<file path="config.mk">
export PLATFORM = sky130hd
export DESIGN_NAME = logic_unit_arbiter
export DESIGN_NICKNAME = d
export VERILOG_FILES = /design/src/rtl/logic_unit_arbiter_pkg.sv /design/src/rtl/logic_unit_arbiter_logic_unit.sv /design/src/rtl/logic_unit_arbiter.sv
export SDC_FILE = /design/constraint.sdc
export NUM_CORES = 1
export LEC_CHECK = 0
export CORE_AREA = 3 3 150 94
export CTS_CLUSTER_SIZE = 16
export DETAILED_ROUTE_END_ITERATION = 10
export DIE_AREA = 0 0 153 97
export PLACE_DENSITY = 0.76
export RECOVER_POWER = 100
export SLEW_MARGIN = 20
export SYNTH_ARGS = -nofsm -noshare
export SYNTH_HDL_FRONTEND = slang
export SYNTH_SLANG_ARGS = --single-unit
</file>
<file path="constraint.sdc">
create_clock -name clk -period 1.6 [get_ports clk]
set_input_delay 0.4 -clock clk [delete_from_list [all_inputs] [get_ports clk]]
set_output_delay 0.4 -clock clk [all_outputs]
set_load 0.05 [all_outputs]
</file>
<file path="src/rtl/logic_unit_arbiter_pkg.sv">
// Shared constants for the two-requester logic-unit arbiter: op codes,
// FSM state encodings and the default datapath width.
package logic_unit_arbiter_pkg;

  localparam int DEF_WIDTH = 32;

  localparam logic [1:0] OP_NOR = 2'b00;
  localparam logic [1:0] OP_AND = 2'b01;
  localparam logic [1:0] OP_OR  = 2'b10;
  localparam logic [1:0] OP_XOR = 2'b11;

  typedef enum logic [1:0] {
    ST_IDLE = 2'b00,
    ST_EXEC = 2'b01,
    ST_RESP = 2'b10
  } state_t;

endpackage

</file>
<file path="src/rtl/logic_unit_arbiter_logic_unit.sv">
// Combinational bitwise logic unit shared by both requesters.
// Result is exactly WIDTH bits with no carry or flags.
import logic_unit_arbiter_pkg::*;

module logic_unit #(
  parameter int WIDTH = DEF_WIDTH
) (
  input  logic [1:0]       op,
  input  logic [WIDTH-1:0] a,
  input  logic [WIDTH-1:0] b,
  output logic [WIDTH-1:0] y
);

  always_comb begin
    y = '0;
    unique case (op)
      OP_NOR:  y = ~(a | b);
      OP_AND:  y = a & b;
      OP_OR:   y = a | b;
      OP_XOR:  y = a ^ b;
      default: y = '0;
    endcase
  end

endmodule

</file>
<file path="src/rtl/logic_unit_arbiter.sv">
// Two-requester arbiter in front of one shared logic unit: IDLE grants and
// latches a request, EXEC computes, RESP holds the result until consumed.
import logic_unit_arbiter_pkg::*;

module logic_unit_arbiter #(
  parameter int WIDTH = DEF_WIDTH
) (
  input  logic             clk,
  input  logic             rst,
  input  logic [1:0]       req_valid,
  input  logic [1:0]       req_op0,
  input  logic [1:0]       req_op1,
  input  logic [WIDTH-1:0] req_a0,
  input  logic [WIDTH-1:0] req_b0,
  input  logic [WIDTH-1:0] req_a1,
  input  logic [WIDTH-1:0] req_b1,
  output logic [1:0]       req_ready,
  output logic             rsp_valid,
  output logic             rsp_id,
  output logic [WIDTH-1:0] rsp_data,
  input  logic             rsp_ready
);

  state_t                 state;
  logic                   ptr;
  logic [1:0]             lat_op;
  logic [WIDTH-1:0]       lat_a;
  logic [WIDTH-1:0]       lat_b;
  logic                   lat_id;

  logic [1:0][1:0]        op_vec;
  logic [1:0][WIDTH-1:0]  a_vec;
  logic [1:0][WIDTH-1:0]  b_vec;
  logic                   gnt_vld;
  logic                   gid;
  logic                   accept;
  logic [WIDTH-1:0]       lu_y;

  assign op_vec = {req_op1, req_op0};
  assign a_vec  = {req_a1, req_a0};
  assign b_vec  = {req_b1, req_b0};

  // Grant only in IDLE and never while reset is asserted; ptr breaks ties.
  always_comb begin
    gnt_vld = 1'b0;
    gid     = 1'b0;
    if (!rst && state == ST_IDLE) begin
      unique case (req_valid)
        2'b01:   begin gnt_vld = 1'b1; gid = 1'b0; end
        2'b10:   begin gnt_vld = 1'b1; gid = 1'b1; end
        2'b11:   begin gnt_vld = 1'b1; gid = ptr;  end
        default: begin gnt_vld = 1'b0; gid = 1'b0; end
      endcase
    end
  end

  assign req_ready = gnt_vld ? (gid ? 2'b10 : 2'b01) : 2'b00;
  assign accept    = |(req_valid & req_ready);

  logic_unit #(.WIDTH(WIDTH)) u_lu (
    .op (lat_op),
    .a  (lat_a),
    .b  (lat_b),
    .y  (lu_y)
  );

  always_ff @(posedge clk) begin
    if (rst) begin
      state     <= ST_IDLE;
      ptr       <= 1'b0;
      lat_op    <= '0;
      lat_a     <= '0;
      lat_b     <= '0;
      lat_id    <= 1'b0;
      rsp_valid <= 1'b0;
      rsp_id    <= 1'b0;
      rsp_data  <= '0;
    end else begin
      unique case (state)
        ST_IDLE: begin
          if (accept) begin
            lat_op <= op_vec[gid];
            lat_a  <= a_vec[gid];
            lat_b  <= b_vec[gid];
            lat_id <= gid;
            ptr    <= ~gid;
            state  <= ST_EXEC;
          end
        end
        ST_EXEC: begin
          rsp_data  <= lu_y;
          rsp_id    <= lat_id;
          rsp_valid <= 1'b1;
          state     <= ST_RESP;
        end
        ST_RESP: begin
          if (rsp_ready) begin
            rsp_valid <= 1'b0;
            state     <= ST_IDLE;
          end
        end
        default: state <= ST_IDLE;
      endcase
    end
  end

endmodule

</file>
After elaboration in Yosys (flattened, before gate mapping)
Cells that the tools add are included.
- output and inout port bits: 36
- bits in registers: 104
- word-level logic and storage cells: 54
- reductions and logical operators: 10
- order comparisons: 1
- equality and inequality tests: 10
- bitwise operators: 6
- multiplexer cells: 18
- operator list (operator ; number):
    $mux W32 ; 4
    $pmux W32 S4 ; 1
    $and A32 B32 Y32 ; 1
    $not A32 Y32 ; 1
    $or A32 B32 Y32 ; 1
    $xor A32 B32 Y32 ; 1
    $mux W2 ; 6
    $eq A2 B2 Y1 const B ; 5
    $eq A2 B1 Y1 const B ; 3
    $pmux W2 S3 ; 1
    $reduce_and A2 Y1 ; 3
    $logic_not A2 Y1 ; 2
    $mux W1 ; 4
    $ne A2 B2 Y1 const B ; 2
    $pmux W1 S2 ; 2
    $reduce_or A3 Y1 ; 1
    $and A2 B2 Y2 ; 1
    $lt A1 B2 Y1 const B ; 1
    $reduce_bool A2 Y1 ; 1
    $reduce_or A2 Y1 ; 1
    $logic_and A1 B1 Y1 ; 1
    $logic_not A1 Y1 ; 1
    $not A1 Y1 ; 1

Longest topological paths before layout
- word-level depth: 9
- gate-level depth with buffers: 6

By module
A second synthesis with hierarchy kept.
- cell total of the unflattened synthesis: 710
- area total of the unflattened synthesis: 6359.8 um2
- by module, submodules not included (module ; cells an instance ; area each (um2) ; seq. area each (um2) ; instances):
    logic_unit_arbiter ; 475 ; 4276.6 ; 2082.0 ; 1
    logic_unit ; 235 ; 2083.2 ; 0.0 ; 1

Worst setup path before layout
Ideal clock, no wire load.
- path type: input to output
- start point: input port rst
- end point: output port req_ready[1]
- slack: 22 ps
- arrival: 1178 ps
- stages on the path: 4
- cells stage by stage: nor3_2 o211a_1 buf_2 buf_2
- word-level cells in the longest chain between the ends: 5
- elaborated cells on any way between the ends: 6
- those cells by class: mux (4); reduce/logical (2)
- RTL lines (what ; line ; text):
    from (decl) ; logic_unit_arbiter.sv:9 ; input logic rst,
    $logic_not A1 Y1 * ; logic_unit_arbiter.sv:47 ; if (!rst && state == ST_IDLE) begin
    $logic_and A1 B1 Y1 * ; logic_unit_arbiter.sv:47 ;
    $mux W1 ; logic_unit_arbiter.sv:47 ;
    $mux W2 ; logic_unit_arbiter.sv:57 ; assign req_ready = gnt_vld ? (gid ? 2'b10 : 2'b01) : 2'b00;
    $mux W2 * ; logic_unit_arbiter.sv:57 ;
    to (decl) ; logic_unit_arbiter.sv:17 ; output logic [1:0] req_ready,
Mark *: on every way between the ends. The rest lies on a longest branch, timed or not.

Worst setup path after layout
- start point: register state[1]
- end point: output port req_ready[0]
- word-level cells in the longest chain between the ends: 5
- elaborated cells on any way between the ends: 6
- those cells by class: mux (4); reduce/logical (2)
- RTL lines (what ; line ; text):
    from (decl) ; logic_unit_arbiter.sv:24 ; state_t state;
    from (signal assigned) ; logic_unit_arbiter.sv:69 ; state <= ST_IDLE;
    from (signal assigned) ; logic_unit_arbiter.sv:87 ; state <= ST_EXEC;
    from (signal assigned) ; logic_unit_arbiter.sv:94 ; state <= ST_RESP;
    $logic_not A2 Y1 * ; logic_unit_arbiter.sv:47 ;
    $logic_and A1 B1 Y1 * ; logic_unit_arbiter.sv:47 ;
    $mux W1 ; logic_unit_arbiter.sv:47 ;
    $mux W2 ; logic_unit_arbiter.sv:57 ;
    $mux W2 * ; logic_unit_arbiter.sv:57 ;
Marked as above.

==> flow_summary_export.csv <==
group,metric,value,unit
setup_path,cp.arrival,1.35,ns
timing,fin_ws,-0.153,ns
clock_tree,clock_path_buffers,2,
placement,hpwl,11200,µm
clock_tree,cts-root-buf,"clkbuf_16",
setup_path,slowest_stage,"dfxtp_2",
timing,drv_slew,0,
logic_synthesis,syn_area_per_cell,8.73,µm²
floorplan,io_pins,173,
setup_path,cp_max_fo,3,
floorplan,die_w,153,µm
setup_path,max_stage_delay,0.34,ns
clock_tree,cts_buffers,9,
grt,grt_pass1_vias,5151,
route,wl_per_cell,15.6,µm
floorplan,start_util,0.449,
cells_and_area,final_cell_mix,"132 x clkdlybuf4s50_1, 127 x nand2_1, 100 x dfxtp_1",
cells_and_area,n_antenna_cell,0,
route,drtAntennaViolNets,0,
setup_path,critical_path_class,"flip-flop to output pin",
timing,fmax,570,MHz
setup_path,crit_buf_inv,1,
outcome,violations,"negative setup slack",
grt,grt_usage,0.206,
logic_synthesis,syn_inst,657,
pwr,finalPower,7.51,mW
route,drt_iter0_drc,234,
timing,slew_headroom,0.701,
placement,portBuffers,172,
pwr,peakVddDrop,0.518,mV
timing,fin_setup_tns,-0.267,ns
logic_synthesis,ys_types,27,
timing,layout_min_cycle_time,1.75,ns
placement,place_ws,-0.429,ns
pwr,p_comb_frac,0.315,
placement,gp_congestion,0.829,
cells_and_area,layout_commonest_cell,"clkdlybuf4s50_1",
timing,post-route-period-util,1.10,
floorplan,die_area,14800,µm²
setup_path,crit_chain,"nor3_4, and3_4, buf_12",
placement,dpl_cell_area,8030,µm²
logic_synthesis,synth-seq-cells,104,
timing,worst_pin_slew,0.448,ns
setup_path,critical_path_required,1.20,ns
pwr,p_leak,3.63,nW
route,drc,0,
grt,globalRoute.totalOverflow,0,
timing,hold-worst-slack,0.470,ns
pwr,p_sw,2.48,mW
clock_tree,cts.clk_slew.worst_paths,0.07,ns
outcome,status,"finished, violations left",
setup_path,crit_family,"simple AND/OR/NAND/NOR gates",
cells_and_area,final_cells,1005,
timing,finalHoldViolCount,0,
cells_and_area,final_area,7900,µm²
pwr,p_int,5.02,mW
logic_synthesis,seq_area_frac_synth,0.363,
clock_tree,clock_latency,0.34,ns
pwr,switching_share,0.331,
logic_synthesis,synthesis.nets,858,
clock_tree,cts_tree,"yes",
pwr,power_density,950,nW/µm²
job,cap_viol_max_count,0,
floorplan,fp-row-count,32,
grt,grt_pass1_wl,25200,µm
logic_synthesis,yosysWarningCount,0,
route,routed_wl,15700,µm
cells_and_area,nNetsFinal,1033,
pwr,seq_power_share,0.418,
pwr,p_clk_frac,0.268,
floorplan,die_h,97,µm
timing,setup_viol,2,
grt,antenna_found_initial,0,
route,num_vias,5084,
cells_and_area,final_util,0.619,
cells_and_area,drive_gt1_frac,0.109,
setup_path,critPathCaptureType,"output pin",
grt,grt_max_degree,66,
clock_tree,cts.sinks,104,
logic_synthesis,synth_area,5730,µm²
setup_path,startpoint_type,"flip-flop",
hold_path,hold_path_class,"flip-flop to flip-flop",
timing,rsz0062_at_grt,"yes",
clock_tree,postCtsHoldBufs,0,
clock_tree,cts_max_level,3,
placement,post-place-cells,981,
cells_and_area,area_growth,37.8,%
timing,fin_skew,0.00636,ns
route,viasPerCell,5.06,
floorplan,core,12800,µm²
route,first_pass_iters,5,
-- layout make-up --
type                            count  area (µm²)
Clock buffer                       11         243
Clock inverter                      3        18.8
Fill cell                        1064        4870
Inverter                           66         248
Multi-Input combinational cell    447        3180
Sequential cell                   104        2090
Tap cell                          170         213
Timing Repair Buffer              204        1910
-- power by group through the flow --
stage | clock (mW) | combinational (mW) | sequential (mW)
floorplan | 0 | 1.21 | 3.45
global placement | 0 | 2.50 | 3.23
detailed placement | 0 | 2.60 | 3.24
CTS | 2.04 | 2.65 | 3.19
global route | 2.13 | 2.60 | 3.17
finish | 2.01 | 2.36 | 3.14
-- logic make-up after synthesis --
family          after synthesis  synth area share
simple gates                175             0.122
compound gates              137             0.171
buf+inv                     108            0.0914
flops                       104             0.363
fa+ha+maj                    64             0.140
mux                          37            0.0646
xor+xnor                     32            0.0489
-- path summary, 6_finish.rpt --
check                   startpoint                endpoint  slack, ns  cells past startpoint
min reg2reg    lat_id$_SDFFE_PP0P_     lat_id$_SDFFE_PP0P_       0.47                      1
min            lat_id$_SDFFE_PP0P_     lat_id$_SDFFE_PP0P_       0.47                      1
max          state[1]$_SDFFE_PP0P_            req_ready[0]      -0.15                      3
max reg2reg  state[1]$_SDFFE_PP0P_  lat_b[18]$_SDFFE_PP0P_       0.06                      6
-- Yosys cell counts (all sizes together) --
cell / n / area, µm²
clkbuf: 5 / 18.8
a22oi: 62 / 465
o21ai: 5 / 25.0
xor2: 32 / 280
nor3: 2 / 15.0
mux2i: 37 / 370
ha: 64 / 801
a22o: 32 / 280
nor2b: 2 / 12.5
buf: 37 / 258
a21oi: 36 / 191
dfxtp: 104 / 2080
a21o: 1 / 7.51
o211a: 1 / 10.0
or2: 1 / 6.26
or3b: 1 / 8.76
nand2b: 1 / 6.26
nor2: 36 / 135
nand3b: 4 / 30.0
nand2: 127 / 477
inv: 66 / 248
and3: 1 / 6.26
-- flip-flops by register name, summed over array words and instances (netlist names) --
signal	count
rsp_valid	1
rsp_data	32
lat_a	32
ptr	1
lat_b	32
state	2
lat_id	1
rsp_id	1
lat_op	2
-- per-layer routing --
layer | share of wire | track usage
met2 | 0.45 | 0.333
met3 | 0.074 | 0.0657
met4 | 0.0057 | 0.0349
met5 | 0 | 0
met1 | 0.47 | 0.275
-- timing repair --
action | CTS | global route
endpoints found under the hold margin | 0 | 0
pin swaps | 3 | 5
cloned | 2 | 1
gates resized for setup | 10 | 4
setup endpoints to repair | 84 | 83
buffers inserted | 3 | 4
Power figures use the tool's default switching activity.
